### src/rtl/microwave_timer_ctrl_pkg.sv
// microwave_pkg: shared state encoding, BCD digit type and 7-segment lookup
package microwave_pkg;

    localparam logic [1:0] ST_IDLE  = 2'd0;
    localparam logic [1:0] ST_RUN   = 2'd1;
    localparam logic [1:0] ST_PAUSE = 2'd2;
    localparam logic [1:0] ST_DONE  = 2'd3;

    typedef logic [3:0] bcd_t;

    // Active-high segments {g,f,e,d,c,b,a} for digits 0..9
    localparam logic [6:0] SEG_TABLE [10] = '{
        7'h3F, 7'h06, 7'h5B, 7'h4F, 7'h66,
        7'h6D, 7'h7D, 7'h07, 7'h7F, 7'h6F
    };

    // Non-BCD codes blank the digit rather than showing garbage
    function automatic logic [6:0] bcd_seg(input bcd_t d);
        return (d <= 4'd9) ? SEG_TABLE[d] : 7'h00;
    endfunction

endpackage

### src/rtl/microwave_timer_ctrl_bcd_to_7seg.sv
// bcd_to_7seg: one BCD digit to active-high 7-segment pattern, blank when not BCD
module bcd_to_7seg
    import microwave_pkg::*;
(
    input  bcd_t       digit_i,
    output logic [6:0] segs_o
);

    assign segs_o = bcd_seg(digit_i);

endmodule

### src/rtl/microwave_timer_ctrl.sv
// microwave_timer_ctrl: keypad MM:SS entry, countdown, interlocks, power duty cycling and end beep
module microwave_timer_ctrl
    import microwave_pkg::*;
#(
    parameter  int TICK_DIV   = 100,
    parameter  int MIN_DIGITS = 1,
    parameter  int PWR_LEVELS = 10,
    parameter  int QUICK_SECS = 30,
    parameter  int BEEP_TICKS = 3,
    localparam int NDIG       = MIN_DIGITS + 2,
    localparam int PW         = $clog2(PWR_LEVELS + 1)
) (
    input  logic                clock,
    input  logic                resetn,
    input  logic [9:0]          keypad,
    input  logic                startn,
    input  logic                stopn,
    input  logic                clearn,
    input  logic                door_closed,
    input  logic [PW-1:0]       power_sel,
    output logic [4*NDIG-1:0]   time_bcd,
    output logic [7*NDIG-1:0]   segs,
    output logic [1:0]          state,
    output logic                mag_on,
    output logic                done,
    output logic                beep
);

    localparam int CW = $clog2(TICK_DIV);
    localparam int BW = $clog2(BEEP_TICKS + 1);
    localparam logic [CW-1:0] TICK_LAST  = CW'(TICK_DIV - 1);
    localparam logic [PW-1:0] PHASE_LAST = PW'(PWR_LEVELS - 1);
    localparam logic [PW-1:0] PWR_MAX    = PW'(PWR_LEVELS);
    localparam logic [BW-1:0] BEEP_LAST  = BW'(BEEP_TICKS - 1);
    localparam bcd_t QS_TENS = 4'(QUICK_SECS / 10);
    localparam bcd_t QS_ONES = 4'(QUICK_SECS % 10);

    logic [1:0]    state_q, state_d;
    bcd_t          dig_q [NDIG];
    bcd_t          dig_d [NDIG];
    bcd_t          dec   [NDIG];
    logic [CW-1:0] presc_q, presc_d;
    logic [PW-1:0] phase_q, phase_d;
    logic [PW-1:0] pwr_q, pwr_d;
    logic [BW-1:0] beep_q, beep_d;
    logic          done_q, done_d;
    logic          startn_q, stopn_q, clearn_q;
    logic [9:0]    keypad_q;
    logic          start_p, stop_p, clear_p, key_p, tick, time_zero, dec_zero, borrow;
    logic [PW-1:0] pwr_eff;
    bcd_t          key_dig;

    assign start_p = startn_q & ~startn;
    assign stop_p  = stopn_q & ~stopn;
    assign clear_p = clearn_q & ~clearn;
    assign key_p   = (|(keypad & ~keypad_q)) && $onehot(keypad);
    assign tick    = presc_q == TICK_LAST;
    assign pwr_eff = (power_sel == '0 || power_sel > PWR_MAX) ? PWR_MAX : power_sel;

    // Encode the pressed key; only meaningful when key_p says exactly one bit is set
    always_comb begin
        key_dig = '0;
        for (int k = 0; k < 10; k++)
            if (keypad[k]) key_dig = 4'(k);
    end

    // One-second BCD decrement: seconds first, then borrow through the minute digits
    always_comb begin
        dec = dig_q;
        borrow = 1'b0;
        time_zero = 1'b1;
        dec_zero = 1'b1;
        if (dig_q[0] != 4'd0) begin
            dec[0] = dig_q[0] - 4'd1;
        end else if (dig_q[1] != 4'd0) begin
            dec[1] = dig_q[1] - 4'd1;
            dec[0] = 4'd9;
        end else begin
            dec[1] = 4'd5;
            dec[0] = 4'd9;
            borrow = 1'b1;
            for (int i = 2; i < NDIG; i++) begin
                if (borrow) begin
                    dec[i] = (dig_q[i] == 4'd0) ? 4'd9 : dig_q[i] - 4'd1;
                    borrow = dig_q[i] == 4'd0;
                end
            end
        end
        for (int i = 0; i < NDIG; i++) begin
            time_zero = time_zero & (dig_q[i] == 4'd0);
            dec_zero  = dec_zero & (dec[i] == 4'd0);
        end
    end

    // Next-state logic; clear overrides everything, then per-state door/stop/start/keypad handling
    always_comb begin
        state_d = state_q;
        dig_d   = dig_q;
        presc_d = presc_q;
        phase_d = phase_q;
        pwr_d   = pwr_q;
        beep_d  = beep_q;
        done_d  = 1'b0;
        if (state_q == ST_RUN || state_q == ST_DONE) presc_d = tick ? '0 : presc_q + 1'b1;
        if (clear_p) begin
            state_d = ST_IDLE;
            dig_d   = '{default: '0};
        end else begin
            case (state_q)
                ST_IDLE: begin
                    if (start_p && door_closed) begin
                        state_d = ST_RUN;
                        presc_d = '0;
                        phase_d = '0;
                        pwr_d   = pwr_eff;
                        if (time_zero) begin
                            dig_d[1] = QS_TENS;
                            dig_d[0] = QS_ONES;
                        end
                    end else if (key_p) begin
                        for (int i = NDIG - 1; i > 0; i--) dig_d[i] = dig_q[i-1];
                        dig_d[0] = key_dig;
                    end
                end
                ST_RUN: begin
                    if (!door_closed || stop_p) begin
                        state_d = ST_PAUSE;
                    end else if (tick) begin
                        dig_d   = dec;
                        phase_d = (phase_q == PHASE_LAST) ? '0 : phase_q + 1'b1;
                        if (dec_zero) begin
                            state_d = ST_DONE;
                            done_d  = 1'b1;
                            beep_d  = '0;
                        end
                    end
                end
                ST_PAUSE: begin
                    if (stop_p) begin
                        state_d = ST_IDLE;
                        dig_d   = '{default: '0};
                    end else if (start_p && door_closed) begin
                        state_d = ST_RUN;
                        presc_d = '0;
                    end
                end
                default: begin
                    if (key_p) begin
                        state_d  = ST_IDLE;
                        dig_d    = '{default: '0};
                        dig_d[0] = key_dig;
                    end else if (tick) begin
                        state_d = (beep_q == BEEP_LAST) ? ST_IDLE : ST_DONE;
                        beep_d  = beep_q + 1'b1;
                    end
                end
            endcase
        end
    end

    // State registers plus previous-cycle copies of the buttons for edge detection
    always_ff @(posedge clock or negedge resetn) begin
        if (!resetn) begin
            state_q  <= ST_IDLE;
            dig_q    <= '{default: '0};
            presc_q  <= '0;
            phase_q  <= '0;
            pwr_q    <= '0;
            beep_q   <= '0;
            done_q   <= 1'b0;
            startn_q <= 1'b1;
            stopn_q  <= 1'b1;
            clearn_q <= 1'b1;
            keypad_q <= '0;
        end else begin
            state_q  <= state_d;
            dig_q    <= dig_d;
            presc_q  <= presc_d;
            phase_q  <= phase_d;
            pwr_q    <= pwr_d;
            beep_q   <= beep_d;
            done_q   <= done_d;
            startn_q <= startn;
            stopn_q  <= stopn;
            clearn_q <= clearn;
            keypad_q <= keypad;
        end
    end

    for (genvar g = 0; g < NDIG; g++) begin : g_dig
        assign time_bcd[4*g +: 4] = dig_q[g];
        bcd_to_7seg u_seg (
            .digit_i (dig_q[g]),
            .segs_o  (segs[7*g +: 7])
        );
    end

    assign state  = state_q;
    assign done   = done_q;
    assign beep   = state_q == ST_DONE;
    assign mag_on = (state_q == ST_RUN) & door_closed & (phase_q < pwr_q);

endmodule
### config.mk
export PLATFORM = sky130hd
export DESIGN_NAME = microwave_timer_ctrl
export DESIGN_NICKNAME = d
export VERILOG_FILES = /design/src/rtl/microwave_timer_ctrl_pkg.sv /design/src/rtl/microwave_timer_ctrl_bcd_to_7seg.sv /design/src/rtl/microwave_timer_ctrl.sv
export SDC_FILE = /design/constraint.sdc
export NUM_CORES = 1
export LEC_CHECK = 0
export CORE_MARGIN = 2
export CORE_UTILIZATION = 40
export DETAILED_ROUTE_END_ITERATION = 7
export GPL_ROUTABILITY_DRIVEN = 1
export GPL_TIMING_DRIVEN = 0
export PLACE_DENSITY = 0.63
export SLEW_MARGIN = 5
export SYNTH_ARGS = -nofsm -noshare
export SYNTH_HDL_FRONTEND = slang
export SYNTH_SLANG_ARGS = --single-unit
export TNS_END_PERCENT = 10
### constraint.sdc
create_clock -name clock -period 4.9 [get_ports clock]
set_input_delay 0.98 -clock clock [delete_from_list [all_inputs] [get_ports clock]]
set_output_delay 0.98 -clock clock [all_outputs]
set_load 0.1 [all_outputs]
==> impl_metrics.py <==
metrics = {
    "drt": {
        "drt_first_iter_violations": 153,
        "route.detailed.drc": 0,
        "viasPerCell": 5.50,
        "wire_per_inst_microns": 14.8,
        "num_vias": 3291,
        "dr.pass1.iters": 4,
        "wl_mm": 8.86,
        "ant_nets": 0,
    },
    "synth": {
        "ys_seq_elements": 45,
        "ys_seq_area_frac": 0.307,
        "netlist_area_sq_mm": 0.00368,
        "synth_area_leaders": "dfrtp_1 29%, ha_1 9.9%, nand2_1 3.6%",
        "synthTopCellsByCount": "42 x dfrtp_1, 35 x nand2_1, 35 x nor2_1",
        "asyncSetResetFlopFracSynth": 1.00,
        "synth_top_family_by_area": "compound AO/OA/AOI/OAI gates",
        "yosys.area_share.simple": 0.211,
        "yosysMostFrequentCell": "dfrtp_1",
        "synth.yosys.warnings": 0,
        "synth_compound_area_frac": 0.239,
        "ys_types": 69,
        "yosys.area.top_type": "dfrtp_1",
        "yosys.area_share.adder": 0.131,
        "syn-num-nets": 475,
        "synth_ff_type": "dfrtp_1",
        "synth_edf_count": 0,
        "synth_top_area_share": 0.286,
        "synthXorXnorAreaFrac": 0.0167,
        "postSynthCellCount": 420,
        "syn_avg_cell_area_sq_um": 8.76,
        "muxShareOfSynthArea": 0.0381,
    },
    "clock_network": {
        "cts_tree": "yes",
        "clockBufferDepth": 2,
        "clk_latency_ns": 0.30,
        "numCtsBuffers": 5,
        "clk_pin_slew_worst_paths_ns": 0.08,
        "numClockSinks": 45,
        "cts_htree_levels": 2,
        "clockRootBuffer": "clkbuf_8",
    },
    "sta": {
        "finalCriticalPeriod_ns": 4.71,
        "timing.fmax_mhz": 212,
        "rsz0062_at_grt": "no",
        "worstMarginPinSlew_ns": 0.979,
        "hold_violations": 0,
        "maxSlewViolCount": 0,
        "period_share": 0.962,
        "slew_headroom": 0.345,
        "fin_ws_ns": 0.188,
        "setup_viol_count_final": 0,
        "fin_skew_ns": 0.0139,
        "hold_slack_ns": 0.491,
    },
    "min_path": {
        "holdPathStages": 2,
        "hp-start": "pwr_q[2]$_DFFE_PN0P_",
        "worstHoldEndpoint": "pwr_q[2]$_DFFE_PN0P_",
        "hold_class": "flip-flop to flip-flop",
    },
    "global_routing": {
        "grt_start_max_net_pins": 26,
        "grt_use_total": 0.180,
        "grt_first_pass_wirelength_mm": 14.9,
        "grt_antenna_before_repair": 0,
        "grt_pass1_vias": 3104,
        "grt_remaining_overflow": 0,
    },
    "worst_setup_path": {
        "cp_data_required_time_ns": 5.09,
        "crit_chain": "dlygate4sd2_1 -> fa_1 -> fa_1 -> inv_1 -> fa_1 -> inv_1 -> ha_2 -> inv_1 -> fa_2 -> a2111o_1 -> a21oi_2 -> o31a_1 -> o31ai_4 -> and2_1 -> buf_6 -> mux2_4",
        "critPathTopFamily": "adder cells",
        "crit_start": "keypad[0]",
        "worstPathArrival_ns": 4.90,
        "rrSetupSlack_ns": 2.01,
        "crit_buf_inv": 5,
        "max_stage_delay_ns": 0.52,
        "crit_type": "input port to flip-flop",
        "critPathSlowestCell": "fa_1",
        "r2r_start": "time_bcd[0]$_DFFE_PN0P_",
        "rr_worst_depth": 8,
        "r2r_end": "state[0]$_DFFE_PN0P_",
        "worstPathMaxFanout": 8,
        "cp-start-kind": "input port",
        "end_kind": "flip-flop",
    },
    "flow_run": {
        "max-cap-violations": 0,
    },
    "floorplan": {
        "start_util": 0.418,
        "rows": 34,
        "core_sq_mm": 0.00881,
        "io_pins": 58,
        "die_x_microns": 99.9,
        "die_area_sq_mm": 0.00998,
        "die_h_microns": 99.9,
    },
    "placement": {
        "dp_slack_ns": -0.707,
        "gp_congestion": 0.873,
        "port_buffers": 57,
        "place_hpwl_mm": 6.84,
    },
    "cells_and_area": {
        "diodes": 0,
        "drive_gt1_frac": 0.0898,
        "nets": 544,
        "syn_to_final_growth_pct": 24.0,
    },
    "status": {
        "status": "complete, no violations",
    },
}
-- registers in the layout, indices dropped and copies added, names as in the netlist --
signal / cells
beep_q: 2
clearn_q: 1
done: 1
keypad_q: 10
phase_q: 4
presc_q: 7
pwr_q: 4
startn_q: 1
state: 2
stopn_q: 1
time_bcd: 12
-- metal layers --
layer | share of wire | vias up | GRT usage
li1 | - | 1651 | -
met1 | 0.48 | 1566 | 0.254
met2 | 0.48 | 69 | 0.301
met3 | 0.037 | 5 | 0.0216
met4 | 0.0047 | 0 | 0.0316
met5 | 0 | - | 0
-- kinds of logic after synthesis --
| logic type | after synthesis |
|---|---|
| compound gates | 123 |
| flops | 45 |
| fa+ha+maj | 35 |
| xor+xnor | 7 |
| simple gates | 148 |
| mux | 11 |
| buf+inv | 51 |
-- cell type report --
| cell class | count | area [sq um] |
|---|---|---|
| Fill cell | 845 | 4250 |
| Multi-Input combinational cell | 324 | 2360 |
| Sequential cell | 45 | 1130 |
| Timing Repair Buffer | 62 | 616 |
| Tap cell | 108 | 135 |
| Inverter | 31 | 116 |
| Buffer | 20 | 92.6 |
| Clock buffer | 6 | 72.6 |
| Clock inverter | 2 | 35.0 |
-- worst register-to-register path: cells and delay by family (launching register included) --
kind,cells,cell delay (ns)
simple gates,3,1.08
flops,1,0.52
compound gates,2,0.50
fa+ha+maj,1,0.30
mux,1,0.21
buf+inv,1,0.19
-- cells in the final DEF (no fill, tap or decap), types with 7 or more instances in the layout --
master | netlist | final
o21ai_0 | 24 | 24
o21a_1 | 8 | 8
dfrtp_1 | 42 | 42
nand2b_1 | 19 | 19
clkdlybuf4s50_1 | 0 | 50
nor2_1 | 35 | 35
clkbuf_1 | 15 | 16
nor2b_1 | 7 | 7
ha_1 | 29 | 28
inv_1 | 31 | 31
a21oi_1 | 19 | 18
o31ai_1 | 9 | 9
nor3b_1 | 7 | 7
nor3_1 | 11 | 11
nand2_1 | 35 | 35
-- stage by stage --
stage                     setup TNS (ns)   util  area (sq um)  std cells
after detailed placement           -7.64  0.501          4410        586
after global placement             -7.24  0.498          4390        585
after global routing                   0  0.518          4560        598
final                                  0  0.518          4560        598
after floorplan                   -0.889      -          3680        420
after CTS                              0  0.515          4540        596
-- what timing repair did --
action	4_1_cts	5_1_grt
hold buffers	0	0
setup buffers	2	2
endpoints found under the setup margin	12	8
resized for setup	8	7
pin swaps	3	3
-- worst max path at each step --
stage / to / cells after the start
after floorplan: segs[0] / 5
after global placement: time_bcd[2]$_DFFE_PN0P_ / 16
after detailed placement: time_bcd[1]$_DFFE_PN0P_ / 16
after CTS: time_bcd[4]$_DFFE_PN0P_ / 16
after global routing: time_bcd[4]$_DFFE_PN0P_ / 16
final: time_bcd[4]$_DFFE_PN0P_ / 16
Power is not shown: default switching activity piles up to over one toggle a cycle in this logic, so the estimate is an artifact.
